--- config.mk ---
export PLATFORM = sky130hd
export DESIGN_NAME = mips_fetch_unit
export DESIGN_NICKNAME = d
export VERILOG_FILES = /design/src/rtl/mips_pkg.sv /design/src/rtl/mips_fetch_fifo.sv /design/src/rtl/mips_fetch_unit.sv
export SDC_FILE = /design/constraint.sdc
export NUM_CORES = 1
export LEC_CHECK = 0
export ABC_CLOCK_PERIOD_IN_PS = 4100
export BUFFER_PORTS_ARGS = -buffer_cell sky130_fd_sc_hd__buf_2
export CAP_MARGIN = 20
export CORE_MARGIN = 3
export CORE_UTILIZATION = 50
export CTS_CLUSTER_DIAMETER = 200
export DETAILED_ROUTE_END_ITERATION = 8
export PLACE_DENSITY = 0.71
export SLEW_MARGIN = 10
export SYNTH_ARGS = -nofsm -noshare
export SYNTH_HDL_FRONTEND = slang
export SYNTH_SLANG_ARGS = --single-unit
--- constraint.sdc ---
create_clock -name CLK -period 4.1 [get_ports CLK]
set_input_delay 0.41 -clock CLK [delete_from_list [all_inputs] [get_ports CLK]]
set_output_delay 0.41 -clock CLK [all_outputs]
set_load 0.01 [all_outputs]
--- src/rtl/mips_pkg.sv ---
// Shared constants and types for the MIPS front end (fetch and decode).
package mips_pkg;

    localparam int INSTR_W = 32;
    localparam int ADDR_W  = 32;

    localparam logic [ADDR_W-1:0] PC_STEP          = 32'd4;
    localparam logic [ADDR_W-1:0] RESET_PC_DEFAULT = 32'h0000_0000;

    localparam logic [5:0] OP_J   = 6'b000010;
    localparam logic [5:0] OP_BEQ = 6'b000100;

    typedef struct packed {
        logic [ADDR_W-1:0]  pc;
        logic [INSTR_W-1:0] instr;
    } fetch_entry_t;

    function automatic logic [ADDR_W-1:0] word_align(input logic [ADDR_W-1:0] addr);
        return {addr[ADDR_W-1:2], 2'b00};
    endfunction

endpackage

--- src/rtl/mips_fetch_fifo.sv ---
// Prefetch queue of {pc, instr} entries; the head entry is visible combinationally.
module mips_fetch_fifo
    import mips_pkg::*;
#(
    parameter int DEPTH = 4
) (
    input  logic                    clk_i,
    input  logic                    clr_i,
    input  logic                    push_i,
    input  fetch_entry_t            push_data_i,
    input  logic                    pop_i,
    output fetch_entry_t            head_o,
    output logic [$clog2(DEPTH):0]  count_o,
    output logic                    full_o,
    output logic                    empty_o
);

    localparam int PTR_W = $clog2(DEPTH);
    localparam int CNT_W = PTR_W + 1;

    fetch_entry_t     mem_q [DEPTH];
    logic [PTR_W-1:0] wr_ptr_q, wr_ptr_d;
    logic [PTR_W-1:0] rd_ptr_q, rd_ptr_d;
    logic [CNT_W-1:0] count_q, count_d;

    // NOTE: every variable gets a default first so no path leaves it unassigned and no latch is inferred.
    always_comb begin
        wr_ptr_d = wr_ptr_q;
        rd_ptr_d = rd_ptr_q;
        count_d  = count_q;
        if (clr_i) begin
            wr_ptr_d = '0;
            rd_ptr_d = '0;
            count_d  = '0;
        end else begin
            if (push_i) wr_ptr_d = wr_ptr_q + PTR_W'(1);
            if (pop_i)  rd_ptr_d = rd_ptr_q + PTR_W'(1);
            count_d = count_q + CNT_W'(push_i) - CNT_W'(pop_i);
        end
    end

    // NOTE: non-blocking assignments so every register samples the pre-edge values of the others.
    always_ff @(posedge clk_i) begin
        wr_ptr_q <= wr_ptr_d;
        rd_ptr_q <= rd_ptr_d;
        count_q  <= count_d;
    end

    // NOTE: storage is deliberately not reset; the count gates every read, so stale entries are never seen.
    always_ff @(posedge clk_i) begin
        if (push_i && !clr_i) mem_q[wr_ptr_q] <= push_data_i;
    end

    assign head_o  = mem_q[rd_ptr_q];
    assign count_o = count_q;
    assign full_o  = (count_q == CNT_W'(DEPTH));
    assign empty_o = (count_q == '0);

endmodule

--- src/rtl/mips_fetch_unit.sv ---
// Instruction fetch stage: owns the fetch PC, issues credit-limited reads to a
// 1-cycle instruction memory and queues {pc, instr} for the decoder.
module mips_fetch_unit
    import mips_pkg::*;
#(
    parameter logic [ADDR_W-1:0] RESET_PC = RESET_PC_DEFAULT,
    parameter int                DEPTH    = 4
) (
    input  logic               CLK,
    input  logic               RST,
    output logic               imem_req,
    output logic [ADDR_W-1:0]  imem_addr,
    input  logic [INSTR_W-1:0] imem_rdata,
    input  logic               redirect,
    input  logic [ADDR_W-1:0]  redirect_pc,
    output logic               out_valid,
    input  logic               out_ready,
    output logic [INSTR_W-1:0] out_instr,
    output logic [ADDR_W-1:0]  out_pc
);

    localparam int CNT_W = $clog2(DEPTH) + 1;

    logic [ADDR_W-1:0] fetch_pc_q, fetch_pc_d;
    logic [ADDR_W-1:0] rsp_pc_q, rsp_pc_d;
    logic              inflight_q, inflight_d;
    logic              kill_q, kill_d;

    logic [CNT_W-1:0]  count;
    logic [CNT_W:0]    credit_used;
    logic              empty, full, pop, push, issue;
    fetch_entry_t      head, push_data;

    assign out_valid = !empty && !redirect && !RST;
    assign pop       = out_valid && out_ready;

    // Queued entries plus the word still on its way must leave room for one more.
    assign credit_used = (CNT_W+1)'(count) + (CNT_W+1)'(inflight_q) - (CNT_W+1)'(pop);
    assign issue       = !RST && !redirect && (credit_used < (CNT_W+1)'(DEPTH));

    assign push      = inflight_q && !kill_q && !redirect && !RST;
    assign push_data = '{pc: rsp_pc_q, instr: imem_rdata};

    assign imem_req  = issue;
    assign imem_addr = fetch_pc_q;
    assign out_instr = (empty || RST) ? '0 : head.instr;
    assign out_pc    = (empty || RST) ? '0 : head.pc;

    mips_fetch_fifo #(
        .DEPTH (DEPTH)
    ) u_fifo (
        .clk_i       (CLK),
        .clr_i       (RST || redirect),
        .push_i      (push),
        .push_data_i (push_data),
        .pop_i       (pop),
        .head_o      (head),
        .count_o     (count),
        .full_o      (full),
        .empty_o     (empty)
    );

    // A redirect cycle already drops the arriving word; kill covers any response
    // still outstanding behind it and clears after one cycle either way.
    always_comb begin
        fetch_pc_d = fetch_pc_q;
        rsp_pc_d   = rsp_pc_q;
        inflight_d = issue;
        kill_d     = 1'b0;
        if (redirect) begin
            fetch_pc_d = word_align(redirect_pc);
            kill_d     = inflight_q || issue;
        end else if (issue) begin
            fetch_pc_d = fetch_pc_q + PC_STEP;
            rsp_pc_d   = fetch_pc_q;
        end
    end

    always_ff @(posedge CLK) begin
        if (RST) begin
            fetch_pc_q <= RESET_PC;
            rsp_pc_q   <= '0;
            inflight_q <= 1'b0;
            kill_q     <= 1'b0;
        end else begin
            fetch_pc_q <= fetch_pc_d;
            rsp_pc_q   <= rsp_pc_d;
            inflight_q <= inflight_d;
            kill_q     <= kill_d;
        end
    end

    always_ff @(posedge CLK) begin
        if (!RST) assert (!(push && full && !pop));
    end

endmodule
# Word level (Yosys, flattened, before mapping)
# Memories as Yosys holds them, arrays and structs flattened. A register that Yosys moved wholly into a read port is not among the register bits.
# Cells that the tools add are included.
# W data, S select, Z words.
[word_totals]
ff_bits = 73
ram_bits = 256
in_bits = 68
wordCells = 48
mem_count = 1
[op_classes]
n_addsub = 7
n_lt_le_gt_ge = 1
mux = 8
bitwise = 1
reduce_logical = 22
[memory_table]
columns = ["name", "words", "width", "rd", "rd_ports_with_merged_regs", "write_ports", "line", "rtl"]
rows = [
  ["u_fifo.mem_q", 4, 64, 1, 1, 1, "mips_fetch_fifo.sv:21", "fetch_entry_t mem_q [DEPTH];"],
]
[ops]
columns = ["op", "count"]
rows = [
  ["$mux W32", 4],
  ["$add A32 B3 Y32 const B", 1],
  ["$logic_and A1 B1 Y1", 9],
  ["$logic_not A1 Y1", 5],
  ["$add A2 B1 Y2 const B", 2],
  ["$add A3 B1 Y4", 1],
  ["$lt A4 B3 Y1 const B", 1],
  ["$mux W2", 2],
  ["$reduce_or A2 Y1", 2],
  ["$sub A4 B1 Y4", 1],
  ["$add A3 B1 Y3", 1],
  ["$logic_not A3 Y1", 1],
  ["$logic_or A1 B1 Y1", 3],
  ["$sub A3 B1 Y3", 1],
  ["$mux W1", 2],
  ["$reduce_and A2 Y1", 1],
  ["$reduce_bool A2 Y1", 1],
  ["$not A1 Y1", 1],
]

# Logic depth before layout (Yosys ltp)
# Gate-level depths: netlist (run 1).
[depth]
depth_word = 10
ltp_mapped = 13
ltp_nobuf = 11

# Modules after synthesis
# From an unflattened synthesis (run 1), not the netlist that was laid out.
[hier_totals]
hier_cells = 786
area_unflattened_um2 = 13198.9
[modules_own_cells]
columns = ["mod", "n_inst", "cells_each", "area_per_inst_um2"]
rows = [
  ["mips_fetch_fifo", 1, 378, 9759.4],
  ["mips_fetch_unit", 1, 408, 3439.5],
]

# Least setup slack after synthesis (run 1)
# No wires, ideal clock.
[synth_timing]
path_type = "input port to flip-flop"
from = "input redirect"
to = "register fetch_pc_q[21], in the netlist imem_addr[21]"
setup_time_ns = 0.120
t_arrival_ns = 3.114
t_required_ns = 3.980
path_slack_ns = 0.866
path_stages = 10
n_path_buf = 1
cell_sequence = "nor4b_1 -> ha_1 -> inv_1 -> ha_1 -> and3b_1 -> or4_4 -> buf_6 -> a2111o_1 -> o21a_1 -> o31a_1"
[synth_via]
elab_chain_len = 8
word_cells_on_any_way = 10
cone_classes = "add/sub: 1; order compare: 1; mux: 1; reduce/logical: 7"
[synth_rtl]
columns = ["item", "line", "rtl"]
rows = [
  ["start: declaration", "mips_fetch_unit.sv:14", "input logic redirect,"],
  ["$logic_not A1 Y1", "mips_fetch_unit.sv:34, mips_fetch_unit.sv:39", ""],
  ["$logic_and A1 B1 Y1 (2 in a row)", "mips_fetch_unit.sv:34", "assign out_valid = !empty && !redirect && !RST;"],
  ["$logic_and A1 B1 Y1", "mips_fetch_unit.sv:35", "assign pop = out_valid && out_ready;"],
  ["$sub A4 B1 Y4", "mips_fetch_unit.sv:38", "assign credit_used = (CNT_W+1)'(count) + (CNT_W+1)'(inflight_q) - (CNT_W+1)'(pop);"],
  ["$lt A4 B3 Y1", "mips_fetch_unit.sv:39", "assign issue = !RST && !redirect && (credit_used < (CNT_W+1)'(DEPTH));"],
  ["$logic_and A1 B1 Y1", "mips_fetch_unit.sv:39", ""],
  ["$reduce_bool A2 Y1 (no source line)", "n/a", ""],
  ["end signal: assignment", "mips_fetch_unit.sv:86", "fetch_pc_q <= fetch_pc_d;"],
  ["end: declaration", "mips_fetch_unit.sv:24", "logic [ADDR_W-1:0] fetch_pc_q, fetch_pc_d;"],
]
# Several ways; a longest one is shown, not always the timed one.
# A chain may end at the register's enable or synchronous reset.

# Worst setup path after layout (run 1)
[layout_timing]
from = "register u_fifo.count_q[1], in the netlist u_fifo.count_o[1]"
to = "output imem_req"
[layout_via]
elab_chain_len = 8
word_cells_on_any_way = 9
cone_classes = "add/sub: 2; order compare: 1; reduce/logical: 6"
[layout_rtl]
columns = ["item", "line", "rtl"]
rows = [
  ["start: declaration", "mips_fetch_fifo.sv:24", "logic [CNT_W-1:0] count_q, count_d;"],
  ["start signal: assignment", "mips_fetch_fifo.sv:46", "count_q <= count_d;"],
  ["$logic_not A3 Y1", "mips_fetch_fifo.sv:57", "assign empty_o = (count_q == '0);"],
  ["$logic_not A1 Y1", "mips_fetch_unit.sv:34", ""],
  ["$logic_and A1 B1 Y1 (2 in a row)", "mips_fetch_unit.sv:34", ""],
  ["$logic_and A1 B1 Y1", "mips_fetch_unit.sv:35", ""],
  ["via pop", "mips_fetch_unit.sv:31", "logic empty, full, pop, push, issue;"],
  ["$sub A4 B1 Y4", "mips_fetch_unit.sv:38", ""],
  ["$lt A4 B3 Y1", "mips_fetch_unit.sv:39", ""],
  ["$logic_and A1 B1 Y1", "mips_fetch_unit.sv:39", ""],
  ["end: declaration", "mips_fetch_unit.sv:11", "output logic imem_req,"],
]
# The timed path passes the listed nets, and every way through them passes these cells.

==> out/qor.csv, run 1 <==
stage,metric,value,unit
drt,number of iterations in the first detailed-routing pass,8,
pwr,Sw Share,19.8,%
die,Starting Density,51.0,%
drt,routed len/inst,19.0,µm
setup_path,crit end category,primary output,
clocking,Worst-Skew Late Latency,500,ps
clocking,Sink Count,319,
drt,DRT iter0 DRCs,478,
setup_path,startpoint types,register,
grt,initial antenna violation count,0,
drt,Vias/cell,5.47,
die,chip height,167,µm
sta,fin crit share,91.9,%
pwr,clock network fraction of design power,45.0,%
die,full die area,27700,µm²
die,Die X,167,µm
clocking,H-tree levels,2,
status,status,"finished, final reports clean",
yosys,sequential element share of the synthesized area,68.8,%
clocking,CTS tree,yes,
sta,setup violators final,0,
setup_path,CP required,3690,ps
drt,drt drc,0,
yosys,Syn Inst Count,836,
pwr,Comb pwr share,3.2,%
yosys,Post-Syn Area,12900,µm²
yosys,"flops & latches, synth",319,
setup_path,crit-path cells,nor3_1 -> nor4b_1 -> buf_4 -> ha_1 -> inv_1 -> ha_1 -> and3b_1 -> or4_4 -> a21o_1 -> clkinvlp_4 -> buf_2,
clocking,CTS buffer count,35,
layout,# diodes,0,
die,core area,25300,µm²
layout,NumNets Final,1076,
yosys,Yosys Warn Count,0,
clocking,CTS max path bufs,3,
place,dpl cell area,14100,µm²
yosys,top cells by instance count after synthesis,"edfxtp_1, nand2_1, dfxtp_1",
setup_path,WS Path Type,register to primary output,
yosys,"area leader, netlist",edfxtp_1,
drt,WL final,25.8,mm
sta,worst-case hold slack,122,ps
drt,DR top layer,met4,
pwr,Pint,5.54,mW
pwr,P_leak,5.56,nW
yosys,Synth cell types,46,
drt,wire length on met1,11.7,mm
grt,vias in the first global route,7581,
pwr,switching pwr,1.37,mW
die,I/O Pins,166,
yosys,leading cell type by number of instances after synthesis,edfxtp_1,
layout,area of the multi-input gates,3650,µm²
sta,Final Max Tran Viols,0,
sta,Post-Route Setup TNS,0,ps
sta,crit path time final,3770,ps
pwr,Max VDD drop,0.268,mV
clocking,clk root buf,clkbuf_16,
sta,worst-margin pin slew,953,ps
yosys,Async SR Flop Fraction,0,%
sta,setup repair after global routing missed its margin,false,
yosys,prevailing post-synth register cell,edfxtp_1,
yosys,Yosys top cell area share,57.8,%
drt,WL met3,1.56,mm
place,Final Wtd Congestion,0.811,
layout,share of cells above drive strength 1,29.8,%
sta,worst rel slew slack,36.5,%
yosys,synthesized area per cell,15.4,µm²
grt,Global Route Usage Sum,18.6,%
clocking,"Reg clk slew, reported paths",60,ps
place,DPL Wire Length,15.9,mm
layout,"Core Util, Final",60.4,%
layout,fill count,1973,
sta,clock skew,15.0,ps
setup_path,CP max-delay cell,or4_4,
sta,final hold vios,0,
drt,met2 WL post-DR,12.0,mm
run,MaxCap Viol Count,0,
setup_path,CP arrival,3360,ps
pwr,share of power burned in registers,51.7,%
die,Row Count,58,
yosys,ranking of synthesized cells by area,"edfxtp_1, dfxtp_1, mux4_2",
grt,largest net degree at the start of global routing,63,
sta,Max Freq,0.266,GHz
drt,DR vias,7395,
grt,total gr overflow,0,
grt,first-pass GRT wire length,41.2,mm
hold_path,Min-Delay Path Class,input pin to register,
layout,synthesis-to-finish area growth,18.4,%
setup_path,Crit path largest cell delay,670,ps
drt,Final ANT Viol Nets,0,
setup_path,CP Max Fanout,26,
layout,Seq. cell area,8880,µm²
setup_path,CP most frequent cell,ha_1,
pwr,Pwr Density,453,nW/µm²
layout,Final Cell Area,15300,µm²
place,number of buffers added on ports,159,
yosys,Post-synth EDFFs,248,
[layout by cell type, fill, tap and decap left out, types with 3 or more instances in the layout]
cell       synthesis  final
edfxtp_1         248    248
buf_2             10    159
nand2_1           78     78
dfxtp_1           71     69
nor2b_1           67     67
mux4_2            62     62
a21oi_1           60     60
inv_1             40     39
clkbuf_16          0     37
o21a_1            22     22
xor2_1            18     18
nor2_1            13     13
xnor2_1           10     10
nand3_1           10     10
buf_4              4     10
a211oi_1           9      9
ha_1               9      9
nand4_1            8      8
clkinv_2           0      8
nor3_1             7      7
buf_12             0      7
and4_1             6      6
clkbuf_1          37      5
clkinv_1           0      5
and2_4             0      4
and2_1             8      4
a2111oi_2          4      4
a2111oi_0          4      4
conb_1             1      4
bufinv_16          0      4
o21ai_0            3      3
[metrics by stage]
stage	power, mW	cells	worst slack [ps]
2_1_floorplan	3.75	839	866
3_3_place_gp	3.86	1291	591
3_5_place_dp	3.87	1291	616
4_1_cts	6.97	1353	213
5_1_grt	7.15	1353	98.5
6_report	6.91	1353	334
[what timing repair did]
action | CTS | global route
setup buffers | 0 | 0
gates resized for setup | 0 | 1
endpoints found under the hold margin | 0 | 0
hold buffers | 0 | 0
setup endpoints to repair | 0 | 1
[area by class of cell]
cell class / instances / area share (%)
Tap cell: 330 / 2.71
Clock buffer: 44 / 6.37
Timing Repair Buffer: 176 / 6.63
Clock inverter: 18 / 1.22
Sequential cell: 319 / 58.2
Multi-Input combinational cell: 426 / 23.9
Inverter: 40 / 1.01
[critical path, delay by kind of cell (launching register included)]
family | cells | cell delay, ps
AND/OR/NAND/NOR | 4 | 1190
buffers and inverters | 4 | 620
adder cells (fa/ha/maj) | 2 | 390
flip-flops | 1 | 360
AO/OA/AOI/OAI | 1 | 280
[routing by layer]
metal  up-vias  GRT usage (%)
li1       3452              -
met1      3675           27.0
met3        37           3.58
met4         0           5.09
met5         -              0
met2       231           29.1
[flip-flops by register name, indices dropped and copies added, names as in the netlist, named ones only]
signal / cells
u_fifo.mem_q: 248
imem_addr: 30
u_fifo.rd_ptr_q: 2
kill_q: 1
inflight_q: 1
u_fifo.wr_ptr_q: 2
rsp_pc_q: 30
u_fifo.count_o: 3
[worst paths after layout]
check / end / from / depth (start not counted) / slack, ps
worst min register to register: kill_q / inflight_q / 1 / 480
worst max register to register: imem_addr[21] / u_fifo.count_o[1] / 11 / 730
worst min-delay path: imem_addr[2] / redirect_pc[2] / 3 / 120
worst max-delay path: imem_req / u_fifo.count_o[1] / 11 / 330
[power groups by stage]
stage / Clock, mW / Sequential [mW] / Combinational, mW
final: 3.11 / 3.57 / 0.224
after detailed placement: 0 / 3.64 / 0.225
after CTS: 3.18 / 3.57 / 0.226
after floorplan: 0 / 3.63 / 0.117
after global routing: 3.32 / 3.58 / 0.250
after global placement: 0 / 3.64 / 0.219
[cells by family (layout without fill, tap and decap cells)]
| logic type | count (synthesis) | in the layout | synth area share, % |
|---|---|---|---|
| buffers and inverters | 94 | 278 | 3.07 |
| XOR/XNOR | 28 | 28 | 1.90 |
| flip-flops | 319 | 319 | 68.8 |
| adder cells (fa/ha/maj) | 10 | 10 | 1.03 |
| AND/OR/NAND/NOR | 205 | 205 | 8.24 |
| multiplexers | 64 | 64 | 11.0 |
| AO/OA/AOI/OAI | 115 | 115 | 5.94 |
| other | 1 | 4 | 0.0291 |
No activity file was read; power rests on OpenSTA's default activity.
==> inputs of run 2 (changes only) <==
- ABC_CLOCK_PERIOD_IN_PS: 4100 -> 4000
- clock period: 4.1 -> 4 ns (I/O delays scaled with it)
==> out/qor.csv, run 2 (synthesis gave the netlist of run 1 again) <==
stage,metric,value,unit,change
grt,largest net degree at the start of global routing,63,,unchanged
sta,final hold vios,0,,unchanged
clocking,setup bufs post-CTS,0,,unchanged
setup_path,crit-path cells,nor3_1 -> nor4b_1 -> buf_4 -> ha_1 -> inv_1 -> ha_1 -> and3b_1 -> or4_4 -> a21o_1 -> inv_2 -> buf_2,,was nor3_1 -> nor4b_1 -> buf_4 -> ha_1 -> inv_1 -> ha_1 -> and3b_1 -> or4_4 -> a21o_1 -> clkinvlp_4 -> buf_2
drt,Final ANT Viol Nets,0,,unchanged
layout,"most common cell after layout, fill and taps aside",edfxtp_1,,unchanged
clocking,Worst-Skew Late Latency,500,ps,about the same
die,core area,25300,µm²,unchanged
die,chip height,167,µm,unchanged
setup_path,WS Path Type,register to primary output,,unchanged
status,status,"finished, final reports clean",,unchanged
die,Die X,167,µm,unchanged
hold_path,worst hold path depth,3,,unchanged
clocking,CTS buffer count,34,,was 35
clocking,Hold Buf Count CTS,0,,unchanged
clocking,clk root buf,clkbuf_16,,unchanged
clocking,CTS resizes,0,,unchanged
sta,worst rel slew slack,35.3,%,was 36.5%
drt,drt drc,0,,unchanged
drt,DRT iter0 DRCs,442,,was 478
pwr,P_leak,5.51,nW,was 5.56 nW
place,DPL Wire Length,16.3,mm,was 15.9 mm
clocking,Sink Count,319,,unchanged
drt,WL final,26.1,mm,was 25.8 mm
layout,most frequent cells in the layout,"edfxtp_1, buf_2, nand2_1, dfxtp_1, nor2b_1",,unchanged
grt,vias in the first global route,7729,,"was 7,581"
sta,setup repair after global routing missed its margin,false,,unchanged
place,number of buffers added on ports,159,,unchanged
clocking,CTS tree,yes,,unchanged
clocking,"Reg clk slew, reported paths",60,ps,about the same
run,MaxCap Viol Count,0,,unchanged
layout,Largest register FFs,248,,unchanged
grt,total gr overflow,0,,unchanged
sta,setup violators final,0,,unchanged
setup_path,CP Max Fanout,26,,unchanged
setup_path,startpoint types,register,,unchanged
setup_path,crit end category,primary output,,unchanged
sta,worst-margin pin slew,971,ps,was 953 ps
setup_path,CP arrival,3300,ps,was 3360 ps
sta,Max Freq,0.270,GHz,
sta,Final Max Tran Viols,0,,unchanged
setup_path,R2R depth,11,,unchanged
sta,crit path time final,3700,ps,
sta,clock skew,13.1,ps,was 15.0 ps
sta,fin crit share,92.5,%,
layout,share of cells above drive strength 1,29.1,%,was 29.8%
hold_path,Min-Delay Path Class,input pin to register,,unchanged
grt,initial antenna violation count,0,,unchanged
layout,Largest Register,u_fifo.mem_q,,unchanged
drt,Vias/cell,5.43,,was 5.47
pwr,overall power,6.79,mW,was 6.91 mW
clocking,H-tree levels,2,,unchanged
setup_path,CP most frequent cell,ha_1,,unchanged
place,Final Wtd Congestion,0.781,,was 0.811
die,Starting Density,51.0,%,unchanged
die,I/O Pins,166,,unchanged
layout,NumNets Final,1077,,"was 1,076"
drt,number of iterations in the first detailed-routing pass,5,,was 8
grt,first-pass GRT wire length,42.4,mm,was 41.2 mm
setup_path,CP max-delay cell,or4_4,,unchanged
layout,synthesis-to-finish area growth,17.4,%,was 18.4%
sta,worst-case hold slack,112,ps,was 122 ps
pwr,Pwr Density,449,nW/µm²,was 453 nW/µm²
die,full die area,27700,µm²,unchanged
drt,routed len/inst,19.3,µm,was 19.0 µm
sta,Post-Route Setup TNS,0,ps,unchanged
layout,# diodes,0,,unchanged
grt,Global Route Usage Sum,19.0,%,was 18.6%
setup_path,Crit path largest cell delay,660,ps,was 670 ps
pwr,Max VDD drop,0.266,mV,was 0.268 mV
drt,DR vias,7348,,"was 7,395"
setup_path,CP required,3600,ps,was 3690 ps
die,Row Count,58,,unchanged
clocking,CTS max path bufs,3,,unchanged
run 2: area by class of cell:
type	instances	area [µm²]
flip-flops and latches	319	8880
inverters	40	150
well taps	330	413
clock buffers	52	1000
repair buffers	178	1000
fillers	1987	10100
multi-input cells	426	3650
clock inverters	8	37.5
run 2: final timing paths:
check,start,slack [ps],end
max,u_fifo.count_o[1],300,imem_req
min,redirect_pc[2],110,imem_addr[2]
max reg2reg,u_fifo.count_o[1],610,imem_addr[23]
min reg2reg,inflight_q,470,kill_q
run 2: layer usage:
| metal | global-route usage (%) | vias to the layer above | share of wire (%) |
|---|---|---|---|
| met4 | 4.77 | 0 | 1.6 |
| li1 | - | 3452 | - |
| met1 | 27.3 | 3664 | 46 |
| met3 | 3.70 | 29 | 5.5 |
| met2 | 30.5 | 203 | 47 |
| met5 | 0 | - | 0 |
run 2: metrics by stage:
step                      cells  area (µm²)  setup WS (ps)  util, %
final                      1353       15100            298     59.9
after global routing       1353       15100           80.1     59.9
after CTS                  1353       15100            162     59.9
after detailed placement   1293       14100            521     55.8
after global placement     1293       14100            521     55.8
after floorplan             839       12900            776        -
run 2: worst max-delay path: cells and delay by family, from the launching register on:
family / cells / cell delay (ps)
flops: 1 / 380
simple gates: 4 / 1200
compound gates: 1 / 260
buf+inv: 4 / 570
fa+ha+maj: 2 / 390
run 2: power breakdown:
| part | internal (mW) | switching (mW) |
|---|---|---|
| sequential | 3.60 | 0.0588 |
| combinational | 0.0981 | 0.131 |
| clock | 1.72 | 1.17 |
==> inputs of run 3 (changes only) <==
- CELL_PAD_IN_SITES_DETAIL_PLACEMENT: default -> 1
- CELL_PAD_IN_SITES_GLOBAL_PLACEMENT: default -> 2
- CORE_UTILIZATION: 50 -> 41
- CTS_CLUSTER_DIAMETER: 200 -> default
- MAX_ROUTING_LAYER: default -> met4
- PLACE_DENSITY: 0.71 -> default
- PLACE_DENSITY_LB_ADDON: default -> 0.1
==> out/qor.csv, run 3 (synthesis gave the netlist of run 1 again) <==
stage,metric,value,unit,change
status,status,"finished, final reports clean",,unchanged
pwr,overall power,7.07,mW,was 6.79 mW
setup_path,CP arrival,3290,ps,was 3300 ps
die,full die area,33600,µm²,"was 27,700 µm²"
setup_path,crit end category,primary output,,unchanged
die,Die X,183,µm,was 167 µm
place,number of buffers added on ports,159,,unchanged
setup_path,worst reg2reg startpoint,u_fifo.count_o[1],,unchanged
sta,Final Max Tran Viols,0,,unchanged
pwr,P_leak,5.55,nW,was 5.51 nW
grt,largest net degree at the start of global routing,63,,unchanged
drt,DRT iter0 DRCs,393,,was 442
sta,Max Freq,0.271,GHz,was 0.270 GHz
drt,Final ANT Viol Nets,0,,unchanged
setup_path,r2r setup slk,610,ps,about the same
layout,NumNets Final,1079,,"was 1,077"
grt,total gr overflow,0,,unchanged
clocking,"Reg clk slew, reported paths",60,ps,about the same
setup_path,CP Max Fanout,26,,unchanged
layout,"most common cell after layout, fill and taps aside",edfxtp_1,,unchanged
hold_path,Min-Delay Path Class,input pin to register,,unchanged
die,I/O Pins,166,,unchanged
die,core area,30700,µm²,"was 25,300 µm²"
drt,routed len/inst,20.6,µm,was 19.3 µm
sta,setup repair after global routing missed its margin,false,,unchanged
sta,final hold vios,0,,unchanged
sta,crit path time final,3690,ps,was 3700 ps
clocking,setup bufs post-CTS,0,,unchanged
layout,Largest Register,u_fifo.mem_q,,unchanged
drt,wire length on met1,13.6,mm,was 12.0 mm
clocking,H-tree levels,2,,unchanged
run,MaxCap Viol Count,0,,unchanged
drt,DR top layer,met4,,unchanged
drt,met2 WL post-DR,13.9,mm,was 12.3 mm
grt,Global Route Usage Sum,18.1,%,was 19.0%
clocking,Sink Count,319,,unchanged
setup_path,startpoint types,register,,unchanged
layout,share of cells above drive strength 1,30.0,%,was 29.1%
setup_path,R2R depth,12,,was 11
sta,Post-Route Setup TNS,0,ps,unchanged
pwr,Pwr Density,461,nW/µm²,was 449 nW/µm²
drt,drt drc,0,,unchanged
layout,fill count,3113,,"was 1,987"
die,Row Count,64,,was 58
place,DPL Wire Length,18.3,mm,was 16.3 mm
setup_path,reg2reg end,imem_addr[18],,was imem_addr[23]
layout,# diodes,0,,unchanged
die,chip height,183,µm,was 167 µm
drt,WL met3,1.29,mm,was 1.44 mm
sta,worst rel slew slack,30.6,%,was 35.3%
layout,most frequent cells in the layout,"edfxtp_1, buf_2, nand2_1, dfxtp_1, nor2b_1",,unchanged
hold_path,Hold Path Sink,u_fifo.mem_q[2][30],,was imem_addr[2]
die,Starting Density,41.9,%,was 51.0%
clocking,Worst-Skew Late Latency,500,ps,about the same
sta,fin crit share,92.2,%,was 92.5%
clocking,CTS tree,yes,,unchanged
sta,setup violators final,0,,unchanged
drt,number of iterations in the first detailed-routing pass,4,,was 5
sta,final setup margin,311,ps,was 298 ps
clocking,CTS max path bufs,3,,unchanged
setup_path,WS Path Type,register to primary output,,unchanged
drt,WL final,29.2,mm,was 26.1 mm
hold_path,worst hold path depth,1,,was 3
layout,synthesis-to-finish area growth,18.8,%,was 17.4%
drt,DR vias,7379,,"was 7,348"
place,pre-CTS setup slack,622,ps,was 521 ps
grt,first-pass GRT wire length,46.0,mm,was 42.4 mm
clocking,clk root buf,clkbuf_16,,unchanged
grt,initial antenna violation count,0,,unchanged
sta,worst-margin pin slew,1040,ps,was 971 ps
place,Final Wtd Congestion,0.732,,was 0.781
layout,Largest register FFs,248,,unchanged
pwr,Max VDD drop,0.235,mV,was 0.266 mV
sta,clock skew,11.4,ps,was 13.1 ps
grt,vias in the first global route,7884,,"was 7,729"
setup_path,CP required,3600,ps,about the same
hold_path,HP Start,imem_rdata[30],,was redirect_pc[2]
clocking,CTS buffer count,35,,was 34
drt,Vias/cell,5.20,,was 5.43
==> run 3: cell types whose count changed in the layout (fill, tap and decap cells not counted), sizes merged <==
cell / delta
bufinv: +5
clkinvlp: +1
clkinv: +7
clkbuf: -13
buf: +1
==> run 3: worst max-delay path by stage <==
stage | startpoint | endpoint | slack, ps | cells past startpoint
after global placement | redirect | imem_addr[22] | 620 | 12
after detailed placement | redirect | imem_addr[18] | 620 | 12
after CTS | u_fifo.count_o[1] | imem_req | 190 | 11
after global routing | u_fifo.count_o[1] | imem_req | 10 | 12
final | u_fifo.count_o[1] | imem_req | 310 | 12
after floorplan | redirect | imem_addr[21] | 780 | 10
==> run 3: cell type report <==
| cell class | instances | area (µm²) | share of cell area, % |
|---|---|---|---|
| clock buffer | 39 | 891 | 5.82 |
| clock inverter | 21 | 230 | 1.50 |
| inverter | 40 | 154 | 1.00 |
| multi-input combinational | 426 | 3650 | 23.8 |
| sequential | 319 | 8880 | 57.9 |
| tap | 396 | 495 | 3.23 |
| timing repair buffer | 179 | 1020 | 6.69 |
==> run 3: layer usage <==
layer  vias to the layer above  global-route usage [%]
met4                         0                    3.63
met5                         -                       -
met2                       170                    28.6
met1                      3729                    24.9
li1                       3449                       -
met3                        31                    3.19
==> run 3: through the flow <==
| stage | std cells | hold WS, ps | util [%] | cell area, µm² |
|---|---|---|---|---|
| floorplan | 839 | 437 | - | 12900 |
| global placement | 1360 | 469 | 46.1 | 14200 |
| detailed placement | 1360 | 466 | 46.1 | 14200 |
| CTS | 1420 | 86.5 | 49.8 | 15300 |
| global route | 1420 | 94.5 | 49.8 | 15300 |
| finish | 1420 | 108 | 49.8 | 15300 |
==> run 3: critical path, stage by stage, from the launching register on <==
cell and delay, ps:
dfxtp_1 370, nor3_1 70, nor4b_1 340, buf_4 200, ha_1 140, inv_1 70
ha_1 270, and3b_1 170, o211ai_1 190, buf_6 280, a21o_1 210, clkinvlp_4 240
buf_2 220
==> run 3: where the power goes <==
group	switching [mW]	internal [mW]	leakage, nW	total [mW]
clock network	1.25	1.92	0.554	3.17
registers	0.0622	3.60	2.96	3.67
logic	0.136	0.0987	2.04	0.234
total	1.44	5.63	5.55	7.07
==> run 3: repair_timing <==
action                     4_1_cts  5_1_grt
resized for setup                0        2
hold buffers                     0        0
setup endpoints to repair        0        1
